$ cat config.mk
export PLATFORM = sky130hd
export DESIGN_NAME = perf_counter_ctrl
export DESIGN_NICKNAME = d
export VERILOG_FILES = /design/src/rtl/perf_ctrl_pkg.sv /design/src/rtl/perf_shadow_bank.sv /design/src/rtl/perf_counter_ctrl.sv
export SDC_FILE = /design/constraint.sdc
export NUM_CORES = 1
export LEC_CHECK = 0
export ABC_AREA = 1
export BUFFER_PORTS_ARGS = -buffer_cell sky130_fd_sc_hd__buf_4
export CORE_MARGIN = 3
export CORE_UTILIZATION = 49
export CTS_BUF_LIST = sky130_fd_sc_hd__clkbuf_8
export CTS_CLUSTER_DIAMETER = 120
export CTS_CLUSTER_SIZE = 14
export DETAILED_ROUTE_END_ITERATION = 6
export PLACE_DENSITY = 0.88
export SYNTH_ARGS = -nofsm -noshare
export SYNTH_HDL_FRONTEND = slang
export SYNTH_HIERARCHICAL = 1
export SYNTH_SLANG_ARGS = --single-unit
$ cat constraint.sdc
create_clock -name clk -period 4 [get_ports clk]
set_clock_uncertainty 0.2 [all_clocks]
set_input_delay 0.2 -clock clk [delete_from_list [all_inputs] [get_ports clk]]
set_output_delay 0.2 -clock clk [all_outputs]
set_load 0.02 [all_outputs]
$ cat src/rtl/perf_ctrl_pkg.sv
// perf_ctrl_pkg
// Shared types and constants for the perf_counters command controller:
// command opcodes, FSM state encoding, counter count and counter indices.
package perf_ctrl_pkg;

    localparam int NUM_PERF_COUNTERS = 4;

    localparam logic [1:0] IDX_HIT   = 2'd0;
    localparam logic [1:0] IDX_MISS  = 2'd1;
    localparam logic [1:0] IDX_READ  = 2'd2;
    localparam logic [1:0] IDX_WRITE = 2'd3;

    typedef enum logic [1:0] {
        OP_ENABLE  = 2'b00,
        OP_DISABLE = 2'b01,
        OP_DUMP    = 2'b10,
        OP_CLEAR   = 2'b11
    } cmd_op_e;

    typedef enum logic [1:0] {
        ST_IDLE   = 2'd0,
        ST_STREAM = 2'd1,
        ST_CLEAR  = 2'd2
    } state_e;

endpackage

$ cat src/rtl/perf_shadow_bank.sv
// perf_shadow_bank
// Four-entry capture register holding an atomic snapshot of the counters.
// Ports:
//   clk, reset        clock, asynchronous active-high reset (bank -> 0)
//   load              capture all entries of values on this edge
//   values            packed live counts, entry 0 = hit ... entry 3 = write
//   index             read select
//   data              selected snapshot entry (combinational read)
module perf_shadow_bank
    import perf_ctrl_pkg::*;
#(
    parameter int WIDTH = 32
) (
    input  logic                                         clk,
    input  logic                                         reset,
    input  logic                                         load,
    input  logic [NUM_PERF_COUNTERS-1:0][WIDTH-1:0]      values,
    input  logic [1:0]                                   index,
    output logic [WIDTH-1:0]                             data
);

    logic [NUM_PERF_COUNTERS-1:0][WIDTH-1:0] bank;

    always_ff @(posedge clk or posedge reset) begin
        if (reset) begin
            bank <= '0;
        end else if (load) begin
            bank <= values;
        end
    end

    assign data = bank[index];

endmodule

$ cat src/rtl/perf_counter_ctrl.sv
// perf_counter_ctrl
// Command-driven controller for the four perf counters (hit, miss, read,
// write): gates raw event strobes, issues a one-cycle counter clear, and
// snapshots all counts for streaming out over a valid/ready response port.
// Ports:
//   clk, reset                    clock, asynchronous active-high reset
//   ev_*                          raw event strobes
//   count_*                       gated ticks to the counters
//   counter_clear                 one-cycle clear pulse
//   *_value                       live counts from the counters
//   cmd_valid/cmd_ready/cmd_op    command port (ENABLE, DISABLE, DUMP, CLEAR)
//   rsp_valid/rsp_ready           response handshake
//   rsp_index/rsp_data            snapshot word index and value
//   counting_en                   current enable state
//   busy                          FSM not in IDLE
// Optional (macro PERF_CTRL_OVERFLOW_EN):
//   ovf_flags                     sticky per-counter wrap flags
//   rsp_ovf                       snapshotted wrap flag for rsp_index
//
// state     | meaning
// ST_IDLE   | accepting commands
// ST_STREAM | returning the four snapshot words, index 0..3
// ST_CLEAR  | counter_clear high, all ticks gated, one cycle
module perf_counter_ctrl
    import perf_ctrl_pkg::*;
#(
    parameter int COUNTER_WIDTHS = 32,
    parameter bit RESET_ENABLE   = 1'b1
) (
    input  logic                      clk,
    input  logic                      reset,
    input  logic                      ev_hit,
    input  logic                      ev_miss,
    input  logic                      ev_read,
    input  logic                      ev_write,
    output logic                      count_hit,
    output logic                      count_miss,
    output logic                      count_read,
    output logic                      count_write,
    output logic                      counter_clear,
    input  logic [COUNTER_WIDTHS-1:0] hit_value,
    input  logic [COUNTER_WIDTHS-1:0] miss_value,
    input  logic [COUNTER_WIDTHS-1:0] read_value,
    input  logic [COUNTER_WIDTHS-1:0] write_value,
    input  logic                      cmd_valid,
    output logic                      cmd_ready,
    input  logic [1:0]                cmd_op,
    output logic                      rsp_valid,
    input  logic                      rsp_ready,
    output logic [1:0]                rsp_index,
    output logic [COUNTER_WIDTHS-1:0] rsp_data,
    output logic                      counting_en,
    output logic                      busy
`ifdef PERF_CTRL_OVERFLOW_EN
    ,
    output logic [3:0]                ovf_flags,
    output logic [0:0]                rsp_ovf
`endif
);

    state_e  state;
    cmd_op_e op;
    logic    accept;
    logic    dump_load;
    logic    gate_open;

    assign op        = cmd_op_e'(cmd_op);
    assign cmd_ready = (state == ST_IDLE);
    assign busy      = (state != ST_IDLE);
    assign accept    = cmd_valid & cmd_ready;
    assign dump_load = accept & (op == OP_DUMP);

    // Old counting_en gates events in the accept cycle since it updates on the edge.
    assign gate_open   = counting_en & (state != ST_CLEAR);
    assign count_hit   = ev_hit   & gate_open;
    assign count_miss  = ev_miss  & gate_open;
    assign count_read  = ev_read  & gate_open;
    assign count_write = ev_write & gate_open;

    always_ff @(posedge clk or posedge reset) begin
        if (reset) begin
            state         <= ST_IDLE;
            counting_en   <= RESET_ENABLE;
            counter_clear <= 1'b0;
            rsp_valid     <= 1'b0;
            rsp_index     <= IDX_HIT;
        end else begin
            case (state)
                ST_IDLE: begin
                    if (accept) begin
                        case (op)
                            OP_ENABLE:  counting_en <= 1'b1;
                            OP_DISABLE: counting_en <= 1'b0;
                            OP_DUMP: begin
                                state     <= ST_STREAM;
                                rsp_valid <= 1'b1;
                                rsp_index <= IDX_HIT;
                            end
                            OP_CLEAR: begin
                                state         <= ST_CLEAR;
                                counter_clear <= 1'b1;
                            end
                            default: ;
                        endcase
                    end
                end
                ST_STREAM: begin
                    if (rsp_ready) begin
                        if (rsp_index == IDX_WRITE) begin
                            state     <= ST_IDLE;
                            rsp_valid <= 1'b0;
                            rsp_index <= IDX_HIT;
                        end else begin
                            rsp_index <= rsp_index + 2'd1;
                        end
                    end
                end
                ST_CLEAR: begin
                    state         <= ST_IDLE;
                    counter_clear <= 1'b0;
                end
                default: begin
                    state         <= ST_IDLE;
                    counter_clear <= 1'b0;
                    rsp_valid     <= 1'b0;
                end
            endcase
        end
    end

    perf_shadow_bank #(
        .WIDTH (COUNTER_WIDTHS)
    ) u_shadow (
        .clk    (clk),
        .reset  (reset),
        .load   (dump_load),
        .values ({write_value, read_value, miss_value, hit_value}),
        .index  (rsp_index),
        .data   (rsp_data)
    );

`ifdef PERF_CTRL_OVERFLOW_EN
    logic [3:0] ovf_set;
    logic [3:0] shadow_ovf;

    // A counter at all-ones with a tick this cycle wraps on the next edge.
    assign ovf_set = {count_write & (write_value == '1),
                      count_read  & (read_value  == '1),
                      count_miss  & (miss_value  == '1),
                      count_hit   & (hit_value   == '1)};

    always_ff @(posedge clk or posedge reset) begin
        if (reset) begin
            ovf_flags  <= '0;
            shadow_ovf <= '0;
        end else begin
            // Clear wins over a simultaneous set.
            if (accept && (op == OP_CLEAR)) begin
                ovf_flags <= '0;
            end else begin
                ovf_flags <= ovf_flags | ovf_set;
            end
            if (dump_load) begin
                shadow_ovf <= ovf_flags;
            end
        end
    end

    assign rsp_ovf = shadow_ovf[rsp_index];
`endif

endmodule

==> flow_summary_export.csv, run 1 <==
group,metric,value,unit
grt,grt_max_degree,123,
timing,rsz0062_at_grt,"no",
setup_path,worstPathArrival,2.34,ns
setup_path,end_kind,"primary output",
logic_synthesis,ys.warnings.count,6,
detailed_routing,dr.pass1.iters,6,
finish,final_util,0.734,
setup_path,crit_family,"buffers and inverters",
logic_synthesis,synth-seq-cells,135,
finish,final_common_cell,"nand2_1",
detailed_routing,vias,6771,
timing,post-route-period-util,0.686,
timing,fmax,365,MHz
timing,holdWs,0.0942,ns
logic_synthesis,synth_top_area_cell,"dfrtp_1",
clocking,numCtsBuffers,17,
grt,groute.usage.overall,0.279,
setup_path,worstSetupStartpointType,"flip-flop",
finish,layout.nets,1282,
logic_synthesis,seq_area_frac_synth,0.502,
timing,final_hold_viol_count,0,
floorplan,die_area,15200,um2
setup_path,cpPeakStageDelay,0.45,ns
placement,port_buffers,180,
setup_path,cp.required,3.60,ns
logic_synthesis,ys_async_sr_fraction,1.00,
power_and_ir_drop,power.density,669,nW/um2
timing,setup_viol,0,
finish,final_cells,1332,
grt,overflow,0,
power_and_ir_drop,power_leakage,0.00501,uW
placement,placed_cells,1164,
setup_path,worst-path-buf-inv,4,
power_and_ir_drop,irDropWorstVdd,0.545,mV
finish,fillCellCount,901,
setup_path,crit_path_top_delay_cell,"inv_1",
logic_synthesis,syn_area,6730,um2
finish,area_growth,45.4,%
clocking,cts-root-buf,"clkbuf_8",
floorplan,ios,181,
setup_path,cp_max_fo,36,
setup_path,r2r-start,"state[0]",
grt,grt_pass1_wl,33000,um
detailed_routing,viasPerCell,5.08,
logic_synthesis,syn_inst,850,
clocking,cts_tree,"yes",
floorplan,start_util,0.504,
timing,fin_crit,2.74,ns
timing,max-slew-margin-rel,0.204,
finish,num_antenna_cells,0,
detailed_routing,drtAntennaViolNets,0,
floorplan,die-width,123,um
worst_hold_path,worstHoldPathType,"input port to asynchronous set/reset pin",
status,status,"complete, no violations",
detailed_routing,routed_wl,20800,um
logic_synthesis,yosysUniqueCellTypes,24,
finish,drive_above_1_share,0.260,
clocking,clockBufferDepth,2,
clocking,path_clk_slew,0.07,ns
setup_path,startpoint,"rsp_index[1]",
grt,grt_pass1_vias,6917,
placement,hpwl,10700,um
setup_path,critical_path_class,"flip-flop to primary output",
job,max-cap-violations,0,
timing,tns,0,ns
clocking,cts_num_sinks,135,
logic_synthesis,ys.flop_type,"dfrtp_1",
timing,drv_slew,0,
setup_path,crit_top_cell,"buf_4",
logic_synthesis,synth.avg_cell_area,7.92,um2
detailed_routing,routedWlPerCell,15.6,um
logic_synthesis,yosys.area.top_type_share,0.498,
floorplan,die_y,123,um
logic_synthesis,synth_top_cells_by_area,"dfrtp_1, nand2_1, inv_1, o21ai_0, o21ai_2",
detailed_routing,drc,0,
placement,gp_congestion,0.842,
clocking,post_cts_buffers,0,
floorplan,core,13300,um2
finish,final_cell_mix,"nand2_1, buf_4, inv_1",
timing,tightest_slew,1.19,ns
detailed_routing,first_iter_violations,727,
logic_synthesis,synth-edff-count,0,
clocking,clkLatencyLatePin,0.43,ns
logic_synthesis,synth_fp_nets,989,
clocking,htree_levels,4,
floorplan,rows,42,
grt,antenna_found_initial,0,
setup_path,crit_chain,"buf_4 > inv_1 > buf_4 > nand3_1 > nand2_1 > buf_4",
-- flip-flops by register name, summed over array words and instances (netlist names) --
name,count
counting_en,1
u_shadow/bank,128
rsp_valid,1
state,2
counter_clear,1
rsp_index,2
-- final timing paths --
kind,endpoint,slack [ns],cells after the start
worst max-delay path,rsp_data[3],1.26,6
worst min-delay path,rsp_valid,0.09,3
worst max register to register,u_shadow/bank[123],1.51,5
worst min register to register,counter_clear,0.30,2
min in group clk,counter_clear,0.30,2
max in group asynchronous,u_shadow/bank[46],2.48,4
-- power breakdown --
part,total (uW),internal [uW],switching [uW]
combinational,3300,1230,2070
clock,987,494,493
sequential,2260,2040,224
total,6550,3760,2790
-- metal layers --
metal  up-vias  global-route usage  wire [um]
met3        84              0.0599       1390
met2       341               0.485      10800
met1      3169               0.322       7810
met4         0               0.147        806
li1       3177                   -          -
met5         -                   0          0
-- timing repair --
item,CTS,global route
hold buffers,136,0
resized for setup,0,0
endpoints found under the hold margin,206,0
-- cell families after synthesis --
| logic type | share of synthesized area |
|---|---|
| AND/OR/NAND/NOR | 0.246 |
| buffers and inverters | 0.127 |
| flip-flops | 0.502 |
| AO/OA/AOI/OAI | 0.122 |
| adder cells (fa/ha/maj) | 0.00186 |
-- synthesized netlist by cell type (2+ instances only) --
library cell and instances:
nand2_1 264, clkbuf_1 16, clkbuf_2 4, inv_1 146
dfrtp_1 134, a21oi_1 3, buf_2 21, nand2_2 40
nand3_1 69, nor2_1 6, inv_2 2, o21ai_2 41
buf_12 4, o21ai_0 89, buf_6 2
-- worst reg2reg max path, stage by stage, from the launching register on --
cell and delay, ns:
dfrtp_1 0.49, nor2_4 0.23, nand3_4 0.16, inv_8 0.39, buf_12 0.55, o21ai_0 0.31
-- area by class of cell --
cell class,count,area (um2),share of cell area
timing repair buffer,322,2780,0.284
tap,176,220,0.0225
inverter,148,566,0.0578
multi-input combinational,519,2490,0.255
clock buffer,22,303,0.0309
sequential,135,3380,0.345
clock inverter,10,43.8,0.00447
-- metrics by stage --
step | worst slack [ns] | power, uW | cell area (um2)
floorplan | 0.187 | 4270 | 6730
global placement | 1.73 | 5200 | 8080
detailed placement | 1.63 | 5310 | 8080
CTS | 1.31 | 6430 | 9790
global route | 1.14 | 7000 | 9790
finish | 1.26 | 6550 | 9790
Power figures use the tool's default switching activity.
==> run 2, diff against run 1 <==
Clock period 4 ns to 2.5 ns, I/O delays scaled along.
==> run 2 against run 1 <==
Effect of this change:
- via count down 0.27%
- cell area rose by 1.4%
- cell count rose by 0.98%
- critical endpoint is now rsp_data[18]
- non-clock buffer count up 12
- largest cell class unchanged
- sequential share of layout area shrank 0.47 points
- sequential power grew 61%
- count of clock-buffer cells in the layout decreased by 2
- worst setup slack got worse by 0.96 ns
==> flow_summary_export.csv, run 2 (synthesized netlist as in run 1, its figures left out) <==
group,metric,value,unit
clocking,cts_num_sinks,135,
floorplan,rows,42,
floorplan,die_area,15200,um2
timing,fin_crit,2.20,ns
finish,fillCellCount,857,
grt,antenna_found_initial,2,
finish,final_common_cell,"nand2_1",
setup_path,cp.required,2.17,ns
setup_path,crit_chain,"inv_2 > buf_4 > nand2_1 > nand3_1 > nand2_1 > buf_4",
clocking,htree_levels,4,
timing,drv_slew,0,
power_and_ir_drop,p_sw,4460,uW
clocking,cts_hold_buffers,137,
detailed_routing,drc,0,
detailed_routing,vias,6753,
detailed_routing,routedWlPerCell,15.5,um
finish,area_growth,47.4,%
setup_path,end_kind,"primary output",
clocking,cts-resized-gates,0,
finish,regArea,3380,um2
grt,overflow,0,
power_and_ir_drop,power_leakage,0.00508,uW
status,status,"complete, no violations",
setup_path,worstPathArrival,1.88,ns
power_and_ir_drop,pwr-share-seq,0.343,
job,max-cap-violations,0,
setup_path,cp_max_fo,24,
placement,gp_congestion,0.817,
timing,fmax,454,MHz
setup_path,worstSetupStartpointType,"flip-flop",
setup_path,startpoint,"rsp_index[0]",
setup_path,r2r-start,"state[0]",
floorplan,start_util,0.504,
grt,grt_max_degree,129,
clocking,clkLatencyLatePin,0.44,ns
finish,drive_above_1_share,0.268,
finish,top_regs,"u_shadow/bank (128), rsp_index (2), state (2)",
timing,tns,0,ns
finish,regMostFlops,"u_shadow/bank",
finish,final_cell_mix,"nand2_1, buf_4, inv_1",
timing,final_hold_viol_count,0,
grt,groute.usage.overall,0.280,
setup_path,worst-path-buf-inv,3,
finish,multi_input_area,2490,um2
floorplan,ios,181,
timing,post-route-period-util,0.881,
timing,max-slew-margin-rel,0.510,
finish,largest_reg_flops,128,
detailed_routing,routed_wl,20800,um
worst_hold_path,worstHoldPathType,"input port to asynchronous set/reset pin",
setup_path,crit_path_top_delay_cell,"dfrtp_2",
detailed_routing,first_iter_violations,607,
clocking,post_cts_buffers,0,
clocking,path_clk_slew,0.08,ns
clocking,clockBufferDepth,2,
power_and_ir_drop,combPwrFrac,0.505,
power_and_ir_drop,power_frac_clock,0.152,
power_and_ir_drop,netSwitchingFraction,0.421,
clocking,cts-root-buf,"clkbuf_8",
timing,rsz0062_at_grt,"no",
finish,layout.nets,1294,
setup_path,cpPeakStageDelay,0.50,ns
floorplan,die_y,123,um
timing,setup_viol,0,
grt,grt_pass1_wl,32700,um
placement,dpl_cell_area,8200,um2
power_and_ir_drop,p_int,6130,uW
setup_path,critical_path_class,"flip-flop to primary output",
clocking,cts_tree,"yes",
power_and_ir_drop,irDropWorstVdd,0.801,mV
floorplan,core,13300,um2
setup_path,crit_family,"buffers and inverters",
timing,holdWs,0.203,ns
grt,grt_pass1_vias,7000,
placement,hpwl,11200,um
detailed_routing,drtAntennaViolNets,0,
detailed_routing,dr.pass1.iters,5,
floorplan,die-width,123,um
power_and_ir_drop,power.density,1070,nW/um2
finish,stdcell_area,9930,um2
detailed_routing,viasPerCell,5.02,
clocking,numCtsBuffers,17,
timing,tightest_slew,0.736,ns
placement,port_buffers,180,
[run 2: routing by layer]
| layer | vias up | part of all wire | wire length (um) | global-route usage |
|---|---|---|---|---|
| li1 | 3202 | - | - | - |
| met5 | - | 0 | 0 | 0 |
| met3 | 75 | 0.067 | 1400 | 0.0608 |
| met4 | 0 | 0.039 | 819 | 0.163 |
| met1 | 3142 | 0.38 | 7810 | 0.317 |
| met2 | 334 | 0.52 | 10800 | 0.485 |
[run 2: final cells by class]
class                   instances  area share
inverters                     148      0.0571
multi-input cells             519       0.251
flip-flops and latches        135       0.341
well taps                     176      0.0222
clock inverters                 9     0.00655
clock buffers                  20      0.0277
repair buffers                334       0.293
diodes                          4     0.00101
[run 2: tightest hold or removal path, cell delays in order]
cell           delay, ns
dlygate4sd3_1       0.55
buf_4               0.15
clkinvlp_4          0.07
buf_12              0.43
[run 2: final timing paths]
check | endpoint | slack (ns) | cells past startpoint
hold reg to reg | u_shadow/bank[3] | 0.30 | 2
max in group asynchronous | counting_en | 1.21 | 4
setup reg to reg | u_shadow/bank[66] | 0.38 | 6
setup / recovery | rsp_data[18] | 0.30 | 6
min in group clk | u_shadow/bank[5] | 0.24 | 4
hold / removal | u_shadow/bank[127] | 0.20 | 4
[run 2: stage by stage]
stage | util | worst slack [ns] | std cells | power [uW]
3_5_place_dp | 0.615 | 0.551 | 1175 | 8610
5_1_grt | 0.743 | 0.183 | 1343 | 11300
3_3_place_gp | 0.615 | 0.632 | 1175 | 8430
4_1_cts | 0.743 | 0.281 | 1341 | 10400
2_1_floorplan | - | 0.594 | 850 | 6830
6_report | 0.744 | 0.297 | 1345 | 10600
[run 2: power groups by stage]
stage | logic (uW) | registers, uW | clock network, uW
5_1_grt | 5880 | 3720 | 1730
6_report | 5350 | 3630 | 1610
4_1_cts | 5190 | 3610 | 1640
3_5_place_dp | 4970 | 3650 | 0
3_3_place_gp | 4850 | 3580 | 0
2_1_floorplan | 3240 | 3590 | 0
==> run 3, diff against run 2 <==
==> constraint.sdc (replaced) <==
create_clock -name clk -period 2.5 [get_ports clk]
set_clock_uncertainty 0.2 [all_clocks]
set_input_delay 0.125 -clock clk [delete_from_list [all_inputs] [get_ports clk]]
set_output_delay 0.125 -clock clk [all_outputs]
set_load 0.05 [all_outputs]
==> run 3 against run 2 <==
Effect of this change:
- worst hold slack gained 0.026 ns
- via count shrank 0.53%
- largest power group unchanged
- flip-flop and latch count did not move
- count of clock-buffer cells in the layout up 2
- register-to-register slack got worse by 0.26 ns
- worst setup slack lost 0.18 ns
==> flow_summary_export.csv, run 3 (synthesized netlist as in run 1, its figures left out) <==
group,metric,value,unit
detailed_routing,drc,0,
grt,groute.usage.overall,0.283,
floorplan,start_util,0.504,
floorplan,ios,181,
grt,grt_max_degree,129,
timing,tightest_slew,0.703,ns
setup_path,cpPeakStageDelay,0.59,ns
detailed_routing,dr.pass1.iters,5,
clocking,cts-root-buf,"clkbuf_8",
floorplan,die_y,123,um
finish,drive_above_1_share,0.268,
power_and_ir_drop,pwr-share-seq,0.304,
setup_path,cp.required,2.65,ns
clocking,cts_num_sinks,135,
clocking,htree_levels,4,
timing,drv_slew,0,
grt,use_met3,0.0567,
clocking,clockBufferDepth,2,
clocking,cts-resized-gates,0,
finish,final_cell_mix,"nand2_1, buf_4, inv_1",
setup_path,regToRegSetupSlack,0.12,ns
setup_path,crit_path_top_delay_cell,"dlygate4sd3_1",
finish,stdcell_area,9950,um2
grt,met2_usage,0.502,
finish,regMostFlops,"u_shadow/bank",
power_and_ir_drop,combPwrFrac,0.556,
finish,top_regs,"u_shadow/bank (128), rsp_index (2), state (2)",
power_and_ir_drop,power.density,1200,nW/um2
placement,gp_congestion,0.840,
timing,max-slew-margin-rel,0.532,
setup_path,cp_max_fo,7,
status,status,"complete, no violations",
timing,setup_viol,0,
finish,num_antenna_cells,0,
timing,fin_crit,2.38,ns
floorplan,die_area,15200,um2
grt,busiest_layer,"met2",
setup_path,crit_chain,"nor2_4 > nand3b_1 > dlygate4sd3_1 > nand2_1 > o21ai_1 > dlygate4sd3_1",
setup_path,crit_family,"buffers and inverters",
finish,area_growth,47.9,%
placement,port_buffers,180,
grt,overflow,0,
detailed_routing,first_iter_violations,605,
setup_path,end_kind,"flip-flop",
floorplan,die-width,123,um
grt,use_met1,0.318,
power_and_ir_drop,power_leakage,0.00510,uW
grt,antenna_found_initial,0,
setup_path,worstPathArrival,2.53,ns
detailed_routing,viasPerCell,5.00,
timing,rsz0062_at_grt,"no",
placement,hpwl,10900,um
detailed_routing,routedWlPerCell,15.8,um
worst_hold_path,worstHoldPathType,"input port to asynchronous set/reset pin",
clocking,clkLatencyLatePin,0.43,ns
clocking,numCtsBuffers,17,
power_and_ir_drop,p_total,11900,uW
power_and_ir_drop,netSwitchingFraction,0.478,
power_and_ir_drop,power_frac_clock,0.140,
finish,final_util,0.746,
job,max-cap-violations,0,
power_and_ir_drop,irDropWorstVdd,0.997,mV
finish,largest_reg_flops,128,
grt,grt_pass1_vias,6968,
setup_path,crit_top_cell,"dlygate4sd3_1",
timing,final_hold_viol_count,0,
finish,layout.nets,1296,
finish,final_common_cell,"nand2_1",
setup_path,worst-path-buf-inv,2,
power_and_ir_drop,p_int,6220,uW
floorplan,core,13300,um2
detailed_routing,vias,6717,
setup_path,critical_path_class,"flip-flop to flip-flop",
detailed_routing,routed_wl,21200,um
power_and_ir_drop,p_sw,5680,uW
clocking,path_clk_slew,0.08,ns
timing,tns,0,ns
timing,fmax,420,MHz
setup_path,worstSetupStartpointType,"flip-flop",
clocking,cts_tree,"yes",
timing,holdWs,0.228,ns
detailed_routing,drtAntennaViolNets,0,
timing,post-route-period-util,0.952,
floorplan,rows,42,
placement,dpl_cell_area,8200,um2
grt,grt_pass1_wl,32800,um
-- run 3: changes by cell type in the layout (fill, tap and decap cells not counted), sizes merged --
cell	previous run	this run
clkbuf	20	22
inv	151	152
clkinv	4	2
buf	197	198
diode	4	0
dlygate4sd3	137	138
-- run 3: path summary, 6_finish.rpt --
path	startpoint	to	cells after the start
hold / removal	reset	u_shadow/bank[1]	4
max in group asynchronous	reset	counting_en	4
setup / recovery	state[0]	counting_en	6
min in group clk	write_value[16]	u_shadow/bank[112]	4
setup reg to reg	state[0]	counting_en	6
hold reg to reg	u_shadow/bank[60]	u_shadow/bank[60]	2
-- run 3: metal layers --
layer / routed length [um] / part of all wire
met5: 0 / 0
met4: 898 / 0.042
met3: 1400 / 0.066
met2: 10900 / 0.52
met1: 7980 / 0.38
-- run 3: stage by stage --
stage,std cells,setup WS [ns]
2_1_floorplan,850,0.535
3_3_place_gp,1175,0.588
3_5_place_dp,1175,0.503
4_1_cts,1343,0.198
5_1_grt,1344,0.0573
6_report,1344,0.120
-- run 3: tightest hold or removal path, stage by stage --
cell	delay, ns
dlygate4sd3_1	0.54
buf_4	0.14
clkinvlp_4	0.07
buf_12	0.47
-- run 3: power by group through the flow --
stage	combinational [uW]	sequential, uW	clock [uW]
4_1_cts	6420	3590	1690
5_1_grt	7140	3700	1790
3_3_place_gp	6070	3570	0
6_report	6610	3620	1670
3_5_place_dp	6180	3630	0
2_1_floorplan	4360	3680	0
-- run 3: repair_timing --
item | in CTS | in global routing
setup endpoints to repair | 0 | 1
setup buffers | 0 | 1
endpoints found under the hold margin | 270 | 0
hold buffers | 138 | 0
-- run 3: final cells by class --
cell class                      instances  area (um2)
Fill cell                             872        3390
Inverter                              148         567
Clock inverter                          8        58.8
Multi-Input combinational cell        519        2490
Sequential cell                       135        3380
Timing Repair Buffer                  336        2930
Tap cell                              176         220
Clock buffer                           22         303
